### config.mk
export PLATFORM = sky130hd
export DESIGN_NAME = voice_allocator
export DESIGN_NICKNAME = d
export VERILOG_FILES = /design/src/rtl/synth_pkg.sv /design/src/rtl/voice_picker.sv /design/src/rtl/voice_allocator.sv
export SDC_FILE = /design/constraint.sdc
export NUM_CORES = 1
export LEC_CHECK = 0
export ABC_AREA = 1
export BUFFER_PORTS_ARGS = -buffer_cell sky130_fd_sc_hd__clkbuf_2
export CAP_MARGIN = 10
export CORE_UTILIZATION = 60
export CTS_CLUSTER_SIZE = 8
export DETAILED_ROUTE_END_ITERATION = 6
export GPL_TIMING_DRIVEN = 0
export PLACE_DENSITY = 0.83
export SLEW_MARGIN = 20
export SYNTH_ARGS = -nofsm -noshare
export SYNTH_HDL_FRONTEND = slang
export SYNTH_SLANG_ARGS = --single-unit
export TNS_END_PERCENT = 100
### constraint.sdc
create_clock -name clk -period 7.6 [get_ports clk]
set_input_delay 0.38 -clock clk [delete_from_list [all_inputs] [get_ports clk]]
set_output_delay 0.38 -clock clk [all_outputs]
set_load 0.05 [all_outputs]
### src/rtl/synth_pkg.sv
// synth_pkg: shared types for the voice allocator.
//   NOTE_W / OCT_W : note and octave code widths
//   voice_st_e     : per-voice state (FREE, HELD, RELEASING)
//   fsm_st_e       : control FSM state (IDLE, LOOKUP, APPLY)
//   event_t        : latched key event
package synth_pkg;
  localparam int NOTE_W = 4;
  localparam int OCT_W  = 3;

  typedef enum logic [1:0] {
    V_FREE      = 2'd0,
    V_HELD      = 2'd1,
    V_RELEASING = 2'd2
  } voice_st_e;

  typedef enum logic [1:0] {
    S_IDLE   = 2'd0,
    S_LOOKUP = 2'd1,
    S_APPLY  = 2'd2
  } fsm_st_e;

  typedef struct packed {
    logic              on;
    logic [NOTE_W-1:0] note;
    logic [OCT_W-1:0]  oct;
  } event_t;
endpackage

### src/rtl/voice_picker.sv
// voice_picker: combinational target selector.
//   vst/note/oct/rank : per-voice state, stored note/octave, LRU rank
//   ev                : latched event
//   idx               : chosen voice
//   hit               : a target exists
//   stl               : target was in use and is being reassigned
// Note-on priority: retrigger match, lowest FREE, oldest RELEASING, oldest HELD.
// Note-off: the HELD voice carrying the same note/octave.
module voice_picker
  import synth_pkg::*;
#(
  parameter int NUM_VOICES = 4,
  parameter int IDX_W      = $clog2(NUM_VOICES),
  parameter int RANK_W     = $clog2(NUM_VOICES)
) (
  input  voice_st_e [NUM_VOICES-1:0]             vst,
  input  logic      [NUM_VOICES-1:0][NOTE_W-1:0] note,
  input  logic      [NUM_VOICES-1:0][OCT_W-1:0]  oct,
  input  logic      [NUM_VOICES-1:0][RANK_W-1:0] rank,
  input  event_t                                 ev,
  output logic      [IDX_W-1:0]                  idx,
  output logic                                   hit,
  output logic                                   stl
);
  logic [NUM_VOICES-1:0] match;
  logic [RANK_W-1:0]     best;
  logic                  found;
  logic                  have;

  always_comb begin
    for (int i = 0; i < NUM_VOICES; i++)
      match[i] = (note[i] == ev.note) && (oct[i] == ev.oct);
  end

  always_comb begin
    idx   = '0;
    stl   = 1'b0;
    found = 1'b0;
    have  = 1'b0;
    best  = '0;
    if (ev.on) begin
      for (int i = 0; i < NUM_VOICES; i++)
        if (!found && vst[i] != V_FREE && match[i]) begin
          idx = IDX_W'(i); found = 1'b1;
        end
      for (int i = 0; i < NUM_VOICES; i++)
        if (!found && vst[i] == V_FREE) begin
          idx = IDX_W'(i); found = 1'b1;
        end
      // Ranks are unique, so strict '<' picks exactly the oldest candidate.
      for (int i = 0; i < NUM_VOICES; i++)
        if (!found && vst[i] == V_RELEASING && (!have || rank[i] < best)) begin
          idx = IDX_W'(i); best = rank[i]; have = 1'b1;
        end
      if (have) begin found = 1'b1; stl = 1'b1; end
      for (int i = 0; i < NUM_VOICES; i++)
        if (!found && vst[i] == V_HELD && (!have || rank[i] < best)) begin
          idx = IDX_W'(i); best = rank[i]; have = 1'b1;
        end
      if (have) begin found = 1'b1; stl = 1'b1; end
    end else begin
      for (int i = 0; i < NUM_VOICES; i++)
        if (!found && vst[i] == V_HELD && match[i]) begin
          idx = IDX_W'(i); found = 1'b1;
        end
    end
    hit = found;
  end
endmodule

### src/rtl/voice_allocator.sv
// voice_allocator: polyphony controller sharing NUM_VOICES voices.
//   clk, reset(active-low async)
//   ev_valid/ev_on/ev_note/ev_octave/ev_ready : event handshake (IDLE only)
//   rel_cycles  : busy time after note-off
//   voice_ld    : per-voice one-cycle load pulse
//   voice_gate  : per-voice key-held level
//   voice_note/voice_octave : packed per-voice note/octave
//   voice_busy  : voice HELD or RELEASING
//   steal       : one-cycle pulse when an in-use voice is reassigned
// FSM IDLE -> LOOKUP -> APPLY; all registers live here.
module voice_allocator
  import synth_pkg::*;
#(
  parameter int NUM_VOICES = 4
) (
  input  logic                         clk,
  input  logic                         reset,
  input  logic                         ev_valid,
  input  logic                         ev_on,
  input  logic [NOTE_W-1:0]            ev_note,
  input  logic [OCT_W-1:0]             ev_octave,
  output logic                         ev_ready,
  input  logic [30:0]                  rel_cycles,
  output logic [NUM_VOICES-1:0]        voice_ld,
  output logic [NUM_VOICES-1:0]        voice_gate,
  output logic [NOTE_W*NUM_VOICES-1:0] voice_note,
  output logic [OCT_W*NUM_VOICES-1:0]  voice_octave,
  output logic [NUM_VOICES-1:0]        voice_busy,
  output logic                         steal
);
  localparam int IDX_W  = $clog2(NUM_VOICES);
  localparam int RANK_W = $clog2(NUM_VOICES);

  fsm_st_e                                fsm;
  event_t                                 ev;
  voice_st_e [NUM_VOICES-1:0]             vst;
  logic      [NUM_VOICES-1:0][NOTE_W-1:0] vnote;
  logic      [NUM_VOICES-1:0][OCT_W-1:0]  voct;
  logic      [NUM_VOICES-1:0][RANK_W-1:0] rank;
  logic      [NUM_VOICES-1:0][30:0]       cnt;

  logic [IDX_W-1:0] pk_idx, tgt;
  logic             pk_hit, pk_stl, tgt_hit, tgt_stl;

  voice_picker #(.NUM_VOICES(NUM_VOICES)) u_picker (
    .vst (vst),
    .note(vnote),
    .oct (voct),
    .rank(rank),
    .ev  (ev),
    .idx (pk_idx),
    .hit (pk_hit),
    .stl (pk_stl)
  );

  assign ev_ready     = (fsm == S_IDLE);
  assign voice_note   = vnote;
  assign voice_octave = voct;

  always_comb begin
    for (int i = 0; i < NUM_VOICES; i++)
      voice_busy[i] = (vst[i] != V_FREE);
  end

  always_ff @(posedge clk or negedge reset) begin
    if (!reset) begin
      fsm        <= S_IDLE;
      ev         <= '0;
      tgt        <= '0;
      tgt_hit    <= 1'b0;
      tgt_stl    <= 1'b0;
      voice_ld   <= '0;
      voice_gate <= '0;
      steal      <= 1'b0;
      vnote      <= '0;
      voct       <= '0;
      cnt        <= '0;
      for (int i = 0; i < NUM_VOICES; i++) begin
        vst[i]  <= V_FREE;
        rank[i] <= RANK_W'(i);
      end
    end else begin
      voice_ld <= '0;
      steal    <= 1'b0;

      // Release countdown runs in every FSM state; APPLY below overrides it.
      for (int i = 0; i < NUM_VOICES; i++)
        if (vst[i] == V_RELEASING) begin
          if (cnt[i] == '0) vst[i] <= V_FREE;
          else              cnt[i] <= cnt[i] - 31'd1;
        end

      case (fsm)
        S_IDLE: if (ev_valid) begin
          ev  <= '{on: ev_on, note: ev_note, oct: ev_octave};
          fsm <= S_LOOKUP;
        end
        S_LOOKUP: begin
          tgt     <= pk_idx;
          tgt_hit <= pk_hit;
          tgt_stl <= pk_stl;
          fsm     <= S_APPLY;
        end
        S_APPLY: begin
          fsm <= S_IDLE;
          if (tgt_hit) begin
            if (ev.on) begin
              vst[tgt]        <= V_HELD;
              vnote[tgt]      <= ev.note;
              voct[tgt]       <= ev.oct;
              voice_gate[tgt] <= 1'b1;
              cnt[tgt]        <= '0;
              voice_ld[tgt]   <= 1'b1;
              steal           <= tgt_stl;
              // Target becomes newest; everything younger shifts down one.
              for (int j = 0; j < NUM_VOICES; j++) begin
                if (IDX_W'(j) == tgt)       rank[j] <= RANK_W'(NUM_VOICES - 1);
                else if (rank[j] > rank[tgt]) rank[j] <= rank[j] - 1'b1;
              end
            end else begin
              vst[tgt]        <= V_RELEASING;
              voice_gate[tgt] <= 1'b0;
              cnt[tgt]        <= rel_cycles;
            end
          end
        end
        default: fsm <= S_IDLE;
      endcase
    end
  end
endmodule

==> summary.md <==
| Metric | Value |
|---|---|
| Status | finished, violations left |
| Violated checks | design-rule violations |
| Initial antenna violation count | 1 |
| Gr usage total | 35.0% |
| Cell repeated most along the worst path | nand2_1 |
| Num CTS Buffers | 17 |
| DRT Wirelength | 33000 um |
| Final worst slack | 1.10 ns |
| Mapped Area | 11300 um2 |
| Register Area | 4780 um2 |
| Die width | between 100 and 150 um |
| Share of cells above drive strength 1 | 11.1% |
| Synth area leader | dfrtp_1 |
| Most frequent cells after synthesis | nand2_1, nor2_1, inv_1 |
| Hold Path Class | primary input to flop |
| Detail Route Antenna Nets | 0 |
| Clk buf depth | 2 |
| Setup TNS Final | 0 ns |
| Routed len/inst | 17.6 um |
| Clock Sink Count | 191 |
| Starting Density | 62.2% |
| Cts repair resizes | 0 |
| Post-synthesis async set-or-reset flop share | 100% |
| Crit Path Class | flop to flop |
| P_leak | 5.97 nW |
| Hold Fails Final Rpt | 0 |
| Row count | 49 |
| PortBufs | 83 |
| Vias per cell | 5.80 |
| Worst Skew | 0.00931 ns |
| First-pass iteration count of the detailed router | 7 |
| Net Count, Synth | between 1500 and 2000 |
| Worst Max-Slew Pin Slew | 0.937 ns |
| H-tree depth | 4 |
| Pre-CTS WS | 1.23 ns |
| Final Max Slew Viols | 0 |
| Final period util | 85.6% |
| Max-cap viol count | 0 |
| First-pass GRT wire length | 52300 um |
| Number of global-route vias before repair | slightly above 10000 |
| Peak VDD IR | between 200 and 300 uV |
| Remaining Overflow, GRT | 0 |
| Remaining DRCs | 7 |
| Crit path required time | 7.93 ns |
| CTS tree | built |
| Post-layout min period | 6.50 ns |
| Share of the synthesized area in the top cell type | between 40% and 50% |
| RR Startpoint | vst[3] |
| DR vias | roughly 11000 |
| Most used DFF post-synth | dfrtp_1 |
| Die Footprint | ~19000 um2 |
| Number of flops mapped to enable cells by yosys | 0 |
| Post-CTS Setup Repair Bufs | 0 |
| Post-CTS Hold Fix Bufs | 1 |
| Count leader, synth | nand2_1 |
| Slowest cell on crit path | dfrtp_1 |
| Unrepaired setup endpoints after global routing | no |
| Core box area | 18200 um2 |
| Power density over the cells | approximately 370 nW/um2 |
| Filler cell count | 1467 |
| Hold Crit Start | ev_octave[2] |
| Cell Area, Placed | 12100 um2 |
| Flop2flop setup slack | 1.10 ns |
| Slew HR | around 37% |
| FF+latch count, synth | 191 |
| Synthesized area per cell | about 7.4 um2 |
| 1st-iter DRT viols | 1105 |
| Num ports | 84 |
| Count of unique library cells instantiated by Yosys | 51 |
| Fin area | 12700 um2 |
| Root buffer cell | clkbuf_16 |
| Non-filler cells in the finished layout | 1876 |
| Clk Latency, worst-skew pair | 0.44 ns |
| Layout overhead on the synthesized area | 12.4% |
| Die Span Y | 139 um |
| Area contributors post-synth | dfrtp_1, nand2_1, nor2_1 |
| Final setup viols | 0 |
| Placed insts | 1843 |
| Seq/Total Area, Yosys | 42.2% |
| Multi-input gate area | 5510 um2 |
| Final nets | 1697 |
| Gate count of the mapped netlist | 1529 |
| CP Data Arrival Time | 6.83 ns |
| Crit Path Max Fanout | 6 |
| Largest stage delay on the critical path | 0.42 ns |
| DPL Wire Length | 23900 um |
| Endpoint class of the critical path | flop |
| Worst-path clk slew | 0.07 ns |
| Ys Warns | 0 |
| RD Place Congestion | around 0.95 |
| Startpoint types | flop |
| Crit path from | vst[3] |
| FMAX | around 150 MHz |
| Largest net degree at the start of global routing | 92 |
==> through the flow <==
stage	utilization (%)	power, mW	hold slack (ns)
floorplan	-	3.20	0.0844
detailed placement	66.5	3.73	0.331
finish	69.9	4.75	0.142
CTS	69.9	4.71	0.143
global placement	66.1	3.64	0.454
global route	69.9	5.05	0.161
==> path summary, 6_finish.rpt <==
kind                             to  depth (start not counted)
max                          tgt[0]                         56
min                           ev[2]                          3
max reg2reg                  tgt[0]                         56
min reg2reg                    flop                          2
max in group asynchronous  cnt[102]                          4
min in group asynchronous   cnt[31]                          2
==> cell type report <==
cell class,instances,share of cell area [%]
antenna,1,0.0196
buffer,35,1.47
clock buffer,21,3.69
clock inverter,10,1.20
inverter,221,6.68
multi-input combinational,1082,43.3
sequential,191,37.6
tap,229,2.25
timing repair buffer,86,3.84
==> critical path: cells and delay by family (launching register included) <==
family	cells	cell delay (ns)
compound gates	4	0.45
buf+inv	6	0.51
fa+ha+maj	5	1.40
flops	1	0.42
simple gates	41	3.62
==> state kept, by name (all words and copies together) (netlist names), named ones only <==
register / flops
voice_ld: 4
steal: 1
voice_octave: 12
tgt_hit: 1
tgt: 2
vst: 8
voice_note: 16
ev: 8
rank: 8
fsm: 2
tgt_stl: 1
cnt: 124
==> cell usage in the layout, fill, tap and decap left out, drive strengths merged <==
cell / instances
a31o: 1
inv: 217
o31ai: 1
nor3: 43
ha: 21
o21a: 3
a21oi: 49
o21bai: 6
nor2: 241
o211ai: 2
or4: 2
a21o: 2
dfrtp: 187
diode: 1
nand3: 56
xnor2: 45
clkinv: 9
clkinvlp: 1
a22oi: 5
o221ai: 1
a32oi: 5
dfstp: 4
nand4: 21
buf: 12
clkbuf: 129
o22ai: 8
a221oi: 1
and2: 1
xor2: 48
nor3b: 1
or3: 3
bufinv: 4
o21ai: 130
nor4: 16
a31oi: 19
dlygate4sd3: 1
nand3b: 3
a22o: 2
or2: 5
nand2: 341
==> power by group <==
group,switching [mW],internal (mW)
clock network,0.415,0.549
registers,0.419,1.45
logic,1.26,0.664
==> per-layer routing <==
metal | GRT usage (%) | wire (um)
met5 | 0 | 0
met4 | 16.5 | 1410
met3 | 8.22 | 3080
met2 | 55.9 | 15100
met1 | 45.2 | 13400
==> kinds of logic (layout without fill, tap and decap cells) <==
family | count (synthesis) | count (layout) | synth area share (%)
AO/OA/AOI/OAI | 235 | 235 | 11.4
other | 0 | 1 | 0
buffers and inverters | 256 | 373 | 9.16
XOR/XNOR | 93 | 93 | 7.25
AND/OR/NAND/NOR | 733 | 733 | 27.6
adder cells (fa/ha/maj) | 21 | 21 | 2.32
flip-flops | 191 | 191 | 42.2
No activity file was read; power rests on OpenSTA's default activity.
